<file path="src/rtl/quad_encoder_decoder.sv">
// quad_encoder_decoder
//
// Quadrature rotary-encoder decoder. The A/B contacts are synchronised and
// glitch-filtered. Gray-code transitions are then decoded at x1, x2 or x4
// resolution into a position counter that either wraps or saturates.
//
// Parameters:
//   CNT_W    - position counter width (>= 2)
//   FILT_LEN - consecutive mismatching cycles before a filtered bit follows (1..255)
//   SATURATE - 0 = wrap modulo 2^CNT_W, 1 = clamp at 0 and 2^CNT_W-1
//
// Ports:
//   clk      - system clock
//   reset    - synchronous active-high reset
//   A, B     - raw encoder channels, asynchronous to clk
//   mode     - resolution: 00 = x1, 01 = x2, 10/11 = x4
//   load     - preset strobe; loads load_val and clears err
//   load_val - preset value
//   count    - position
//   step     - one-cycle pulse per counted edge
//   dir      - direction of last counted edge, 1 = up
//   err      - sticky illegal-transition flag
module quad_encoder_decoder #(
    parameter int CNT_W    = 10,
    parameter int FILT_LEN = 4,
    parameter int SATURATE = 0
) (
    input  logic             clk,
    input  logic             reset,
    input  logic             A,
    input  logic             B,
    input  logic [1:0]       mode,
    input  logic             load,
    input  logic [CNT_W-1:0] load_val,
    output logic [CNT_W-1:0] count,
    output logic             step,
    output logic             dir,
    output logic             err
);

    localparam logic [7:0]       FILT_LAST = 8'(FILT_LEN - 1);
    localparam logic [CNT_W-1:0] CNT_ONE   = CNT_W'(1);
    localparam logic [CNT_W-1:0] CNT_MAX   = '1;
    localparam logic [CNT_W-1:0] CNT_ZERO  = '0;

    logic       aS1, aS2, bS1, bS2;
    logic       aFilt, bFilt, aPrev, bPrev;
    logic [7:0] aCnt, bCnt;
    logic [1:0] primeCnt;

    logic       aFiltNext, bFiltNext;
    logic [7:0] aCntNext, bCntNext;
    logic       priming, changeA, changeB, illegal, qualify, countEdge, goUp;
    logic [CNT_W-1:0] countNext;

    // Per-channel filter: count consecutive cycles where the synchronised
    // bit disagrees with the filtered bit; follow on the FILT_LEN-th one.
    always_comb begin
        aFiltNext = aFilt;
        aCntNext  = 8'd0;
        if (aS2 != aFilt) begin
            if (aCnt == FILT_LAST) begin
                aFiltNext = aS2;
            end else begin
                aCntNext = aCnt + 8'd1;
            end
        end
        bFiltNext = bFilt;
        bCntNext  = 8'd0;
        if (bS2 != bFilt) begin
            if (bCnt == FILT_LAST) begin
                bFiltNext = bS2;
            end else begin
                bCntNext = bCnt + 8'd1;
            end
        end
    end

    // Decoder. In the up sequence 00->01->11->10->00 the new B always
    // differs from the old A, so one XOR gives direction for legal moves.
    always_comb begin
        priming = (primeCnt != 2'd3);
        changeA = aFilt ^ aPrev;
        changeB = bFilt ^ bPrev;
        goUp    = aPrev ^ bFilt;
        illegal = changeA & changeB & ~priming;
        case (mode)
            2'b00:   qualify = changeA & aFilt;
            2'b01:   qualify = changeA;
            default: qualify = 1'b1;
        endcase
        countEdge = (changeA ^ changeB) & qualify & ~priming;
        countNext = count;
        if (goUp) begin
            if (!(SATURATE != 0 && count == CNT_MAX)) begin
                countNext = count + CNT_ONE;
            end
        end else begin
            if (!(SATURATE != 0 && count == CNT_ZERO)) begin
                countNext = count - CNT_ONE;
            end
        end
    end

    // During the first three edges after reset the filter and previous
    // state track s2 directly, so an encoder resting at 11 does not look
    // like a transition out of the cleared 00 state.
    always_ff @(posedge clk) begin
        if (reset) begin
            aS1      <= 1'b0;
            aS2      <= 1'b0;
            bS1      <= 1'b0;
            bS2      <= 1'b0;
            aFilt    <= 1'b0;
            bFilt    <= 1'b0;
            aPrev    <= 1'b0;
            bPrev    <= 1'b0;
            aCnt     <= 8'd0;
            bCnt     <= 8'd0;
            primeCnt <= 2'd0;
        end else begin
            aS1 <= A;
            aS2 <= aS1;
            bS1 <= B;
            bS2 <= bS1;
            if (priming) begin
                aFilt    <= aS2;
                bFilt    <= bS2;
                aPrev    <= aS2;
                bPrev    <= bS2;
                aCnt     <= 8'd0;
                bCnt     <= 8'd0;
                primeCnt <= primeCnt + 2'd1;
            end else begin
                aFilt <= aFiltNext;
                bFilt <= bFiltNext;
                aCnt  <= aCntNext;
                bCnt  <= bCntNext;
                aPrev <= aFilt;
                bPrev <= bFilt;
            end
        end
    end

    // Outputs. A load wins over a same-cycle edge, which is dropped
    // silently; dir keeps the direction of the last edge actually counted.
    always_ff @(posedge clk) begin
        if (reset) begin
            count <= '0;
            step  <= 1'b0;
            dir   <= 1'b0;
            err   <= 1'b0;
        end else if (load) begin
            count <= load_val;
            step  <= 1'b0;
            err   <= 1'b0;
        end else begin
            step <= countEdge;
            if (countEdge) begin
                count <= countNext;
                dir   <= goUp;
            end
            if (illegal) begin
                err <= 1'b1;
            end
        end
    end

endmodule

</file>
<file path="config.mk">
export PLATFORM = sky130hd
export DESIGN_NAME = quad_encoder_decoder
export DESIGN_NICKNAME = d
export VERILOG_FILES = /design/src/rtl/quad_encoder_decoder.sv
export SDC_FILE = /design/constraint.sdc
export NUM_CORES = 1
export LEC_CHECK = 0
export BUFFER_PORTS_ARGS = -buffer_cell sky130_fd_sc_hd__buf_2
export CELL_PAD_IN_SITES_DETAIL_PLACEMENT = 1
export CELL_PAD_IN_SITES_GLOBAL_PLACEMENT = 1
export CORE_MARGIN = 3
export CORE_UTILIZATION = 45
export CTS_BUF_LIST = sky130_fd_sc_hd__clkbuf_16
export DETAILED_ROUTE_END_ITERATION = 8
export PLACE_DENSITY = 0.86
export SYNTH_ARGS = -nofsm -noshare
export SYNTH_HDL_FRONTEND = slang
export SYNTH_SLANG_ARGS = --single-unit
</file>
<file path="constraint.sdc">
create_clock -name clk -period 6.8 [get_ports clk]
set_clock_uncertainty 0.2 [all_clocks]
set_input_delay 0.34 -clock clk [delete_from_list [all_inputs] [get_ports clk]]
set_output_delay 0.34 -clock clk [all_outputs]
set_load 0.03 [all_outputs]
</file>
==> results.txt <==
Total GRT Usage = 0.179
H-tree Lvls = 2
Clock buffer depth = 2
Core area = 3850 µm²
Initial Util = 0.489
Status = finished clean
CP Max Fanout = 13
Post-CTS Hold Fix Bufs = 0
P_leak = 0.876 nW
Via-per-instance ratio = 5.42
DRC errors left = 0
Final hold vios = 0
Power density over cell area = 262 nW/µm²
DRT Wirelength = 4.12 mm
Fin crit period = 2950 ps
Hold Crit Start = load
Worst slew pin tran = 1190 ps
Final count of pins violating max slew = 0
Kind of critical path = reg2reg
CTS buffer count = 5
IO Port Bufs = 29
Worst VDD drop = 0.000136 V
Seq/Total Area, Yosys = 0.414
Yosys cell types = 39
Mean post-synth cell area = 8.97 µm²
Tcrit/Tclk final = 0.434
Reg-to-Reg Start = bFilt$_SDFFE_PP0P_
Setup TNS = 0 ps
Clk Latency, worst-skew pair = 280 ps
Dpl hpwl = 2.89 mm
Vias in the first global route = 1,506
Syn. warnings = 0
Final core occ = 0.562
Total of flip-flops plus latches after synthesis = 39
Clock root buffer = clkbuf_16
Resized cells post-CTS = 0
Crit path from = bFilt$_SDFFE_PP0P_
CTS tree = done
Antenna violations before repair = 0
TritonRoute pass-1 iters = 4
CTS sink count = 39
Max Cap Viol = 0
Post-DRT Antenna Nets = 0
Synthesis-to-layout area growth = 15.0%
Setup Fix Bufs, Post-CTS = 0
Crit path launch type = register
Largest net degree at the start of global routing = 25
RePlAce Congestion = 0.786
Synth Net Count = 233
Data required, critical path = 6790 ps
Clock-pin slew on the worst setup and hold paths = 60 ps
First-pass GRT wire length = 7.16 mm
# IOs = 30
Diodes inserted = 0
Setup Viol. Count Final = 0
Unrepaired setup endpoints after global routing = no
Critical Path Sink Type = register
Row count = 22
Synthesized area = 1880 µm²
Die Wd = 70.7 µm
Nets@finish = 258
Wire per inst = 14.6 µm
Mapped Cells = 210
Share of layout cells above drive strength 1 = 0.174
Arrival @ worst endpoint = 2940 ps
Routed vias = 1,534
Iteration-0 DRC Markers = 40
Vert. Die Dim = 70.7 µm
Global route overflow = 0
Worst min path class = in2reg
F_max = 339 MHz
Die footprint = 5000 µm²
Slew margin rel. = 0.196
placed cells by master (no fill, tap or decap), drive strengths merged, types with 2 or more instances in the layout:
master	instances
nor2	35
o21ai	5
and3	5
inv	5
and2b	2
a311oi	3
nand3	11
nor4b	3
nor4	3
buf	29
dfxtp	39
or4	2
clkbuf	5
a211oi	8
nand2	11
ha	6
or3	4
xor2	17
mux2i	4
nor3	8
nor2b	5
xnor2	10
a21oi	5
final cells by class:
type                    instances  area [µm²]
repair buffers                 29         145
well taps                      48        60.1
clock inverters                 2        37.5
inverters                       5        18.8
multi-input cells             155        1000
flip-flops and latches         39         781
fillers                       468        1690
clock buffers                   5         125
synthesized netlist by cell type:
| master | number | area [µm²] |
|---|---|---|
| nor4b_1 | 3 | 26.3 |
| a21oi_1 | 5 | 25.0 |
| o221ai_1 | 1 | 8.76 |
| a31oi_1 | 1 | 6.26 |
| and3_1 | 5 | 31.3 |
| and4_1 | 1 | 8.76 |
| nor2b_1 | 5 | 31.3 |
| nor4_2 | 1 | 12.5 |
| clkbuf_1 | 3 | 11.3 |
| ha_1 | 6 | 75.1 |
| xor2_1 | 17 | 149 |
| inv_1 | 5 | 18.8 |
| nor2_1 | 35 | 131 |
| dfxtp_1 | 39 | 781 |
| a211oi_1 | 8 | 60.1 |
| or4_2 | 1 | 8.76 |
| a311oi_1 | 3 | 26.3 |
| mux2i_1 | 4 | 40.0 |
| clkbuf_8 | 2 | 27.5 |
| and2b_2 | 1 | 8.76 |
| o21ai_1 | 1 | 5.00 |
| xnor2_1 | 10 | 87.6 |
| o2111a_1 | 1 | 11.3 |
| or4_1 | 1 | 7.51 |
| nor4_1 | 2 | 12.5 |
| dlygate4sd1_1 | 1 | 8.76 |
| buf_2 | 3 | 15.0 |
| and2b_1 | 1 | 7.51 |
| or3_2 | 2 | 15.0 |
| nand3_1 | 11 | 55.1 |
| nor4bb_1 | 1 | 10.0 |
| or3_1 | 2 | 12.5 |
| nand4_1 | 1 | 6.26 |
| o21ai_0 | 4 | 20.0 |
| buf_6 | 2 | 22.5 |
| nand2_1 | 11 | 41.3 |
| o311a_1 | 1 | 10.0 |
| o311ai_0 | 1 | 8.76 |
| nor3_1 | 8 | 40.0 |
kinds of logic (layout without fill, tap and decap cells):
logic type	count (synthesis)	after routing	synth area share
DFF	39	39	0.414
xor gates and xnor gates	27	27	0.125
and+or+nand+nor	92	92	0.248
buffers and inverters	16	41	0.0551
adders and majority gates	6	6	0.0398
AOI/OAI and AO/OA	26	26	0.0963
muxes	4	4	0.0212
sequential cells by signal (all words and copies together) (netlist names):
register	flops
count	10
aCnt	8
bCnt	8
primeCnt	2
aFilt	1
aPrev	1
aS1	1
aS2	1
bFilt	1
bPrev	1
bS1	1
bS2	1
dir	1
err	1
step	1
layer usage:
metal / vias up / part of all wire / global-route usage
met5: - / 0 / 0
met4: 0 / 0.015 / 0.0731
met3: 7 / 0.046 / 0.0469
met2: 30 / 0.47 / 0.281
met1: 718 / 0.47 / 0.232
li1: 779 / - / -
where the power goes:
group	total, W	leakage (nW)	switching [W]	internal (W)
registers	0.000249	0.318	0.0000110	0.000238
clock network	0.000258	0.0759	0.0000869	0.000171
logic	0.0000609	0.482	0.0000363	0.0000246
worst paths after layout:
check | end | slack [ps] | cells after the start
setup / recovery | count[2]$_SDFFE_PP0P_ | 3850 | 7
hold / removal | step$_SDFF_PP0_ | 60 | 2
setup reg to reg | count[2]$_SDFFE_PP0P_ | 3850 | 7
hold reg to reg | bS2$_SDFF_PP0_ | 240 | 1
through the flow:
step | power, W | instances | hold slack, ps | setup WS [ps] | instance area [µm²]
2_1_floorplan | 0.000299 | 210 | 212 | 4410 | 1880
3_3_place_gp | 0.000311 | 276 | 221 | 4020 | 2000
3_5_place_dp | 0.000314 | 276 | 229 | 3880 | 2000
4_1_cts | 0.000575 | 283 | 57.5 | 3840 | 2170
5_1_grt | 0.000593 | 283 | 69.4 | 3520 | 2170
6_report | 0.000567 | 283 | 63.3 | 3850 | 2170
critical path, cell delays in order (launching register included):
cell	delay [ps]
dfxtp_1	480
xor2_1	770
xnor2_1	130
ha_1	320
or3_2	470
a21oi_1	180
xnor2_1	90
a211oi_1	220
(Power assumes the default switching activity.)
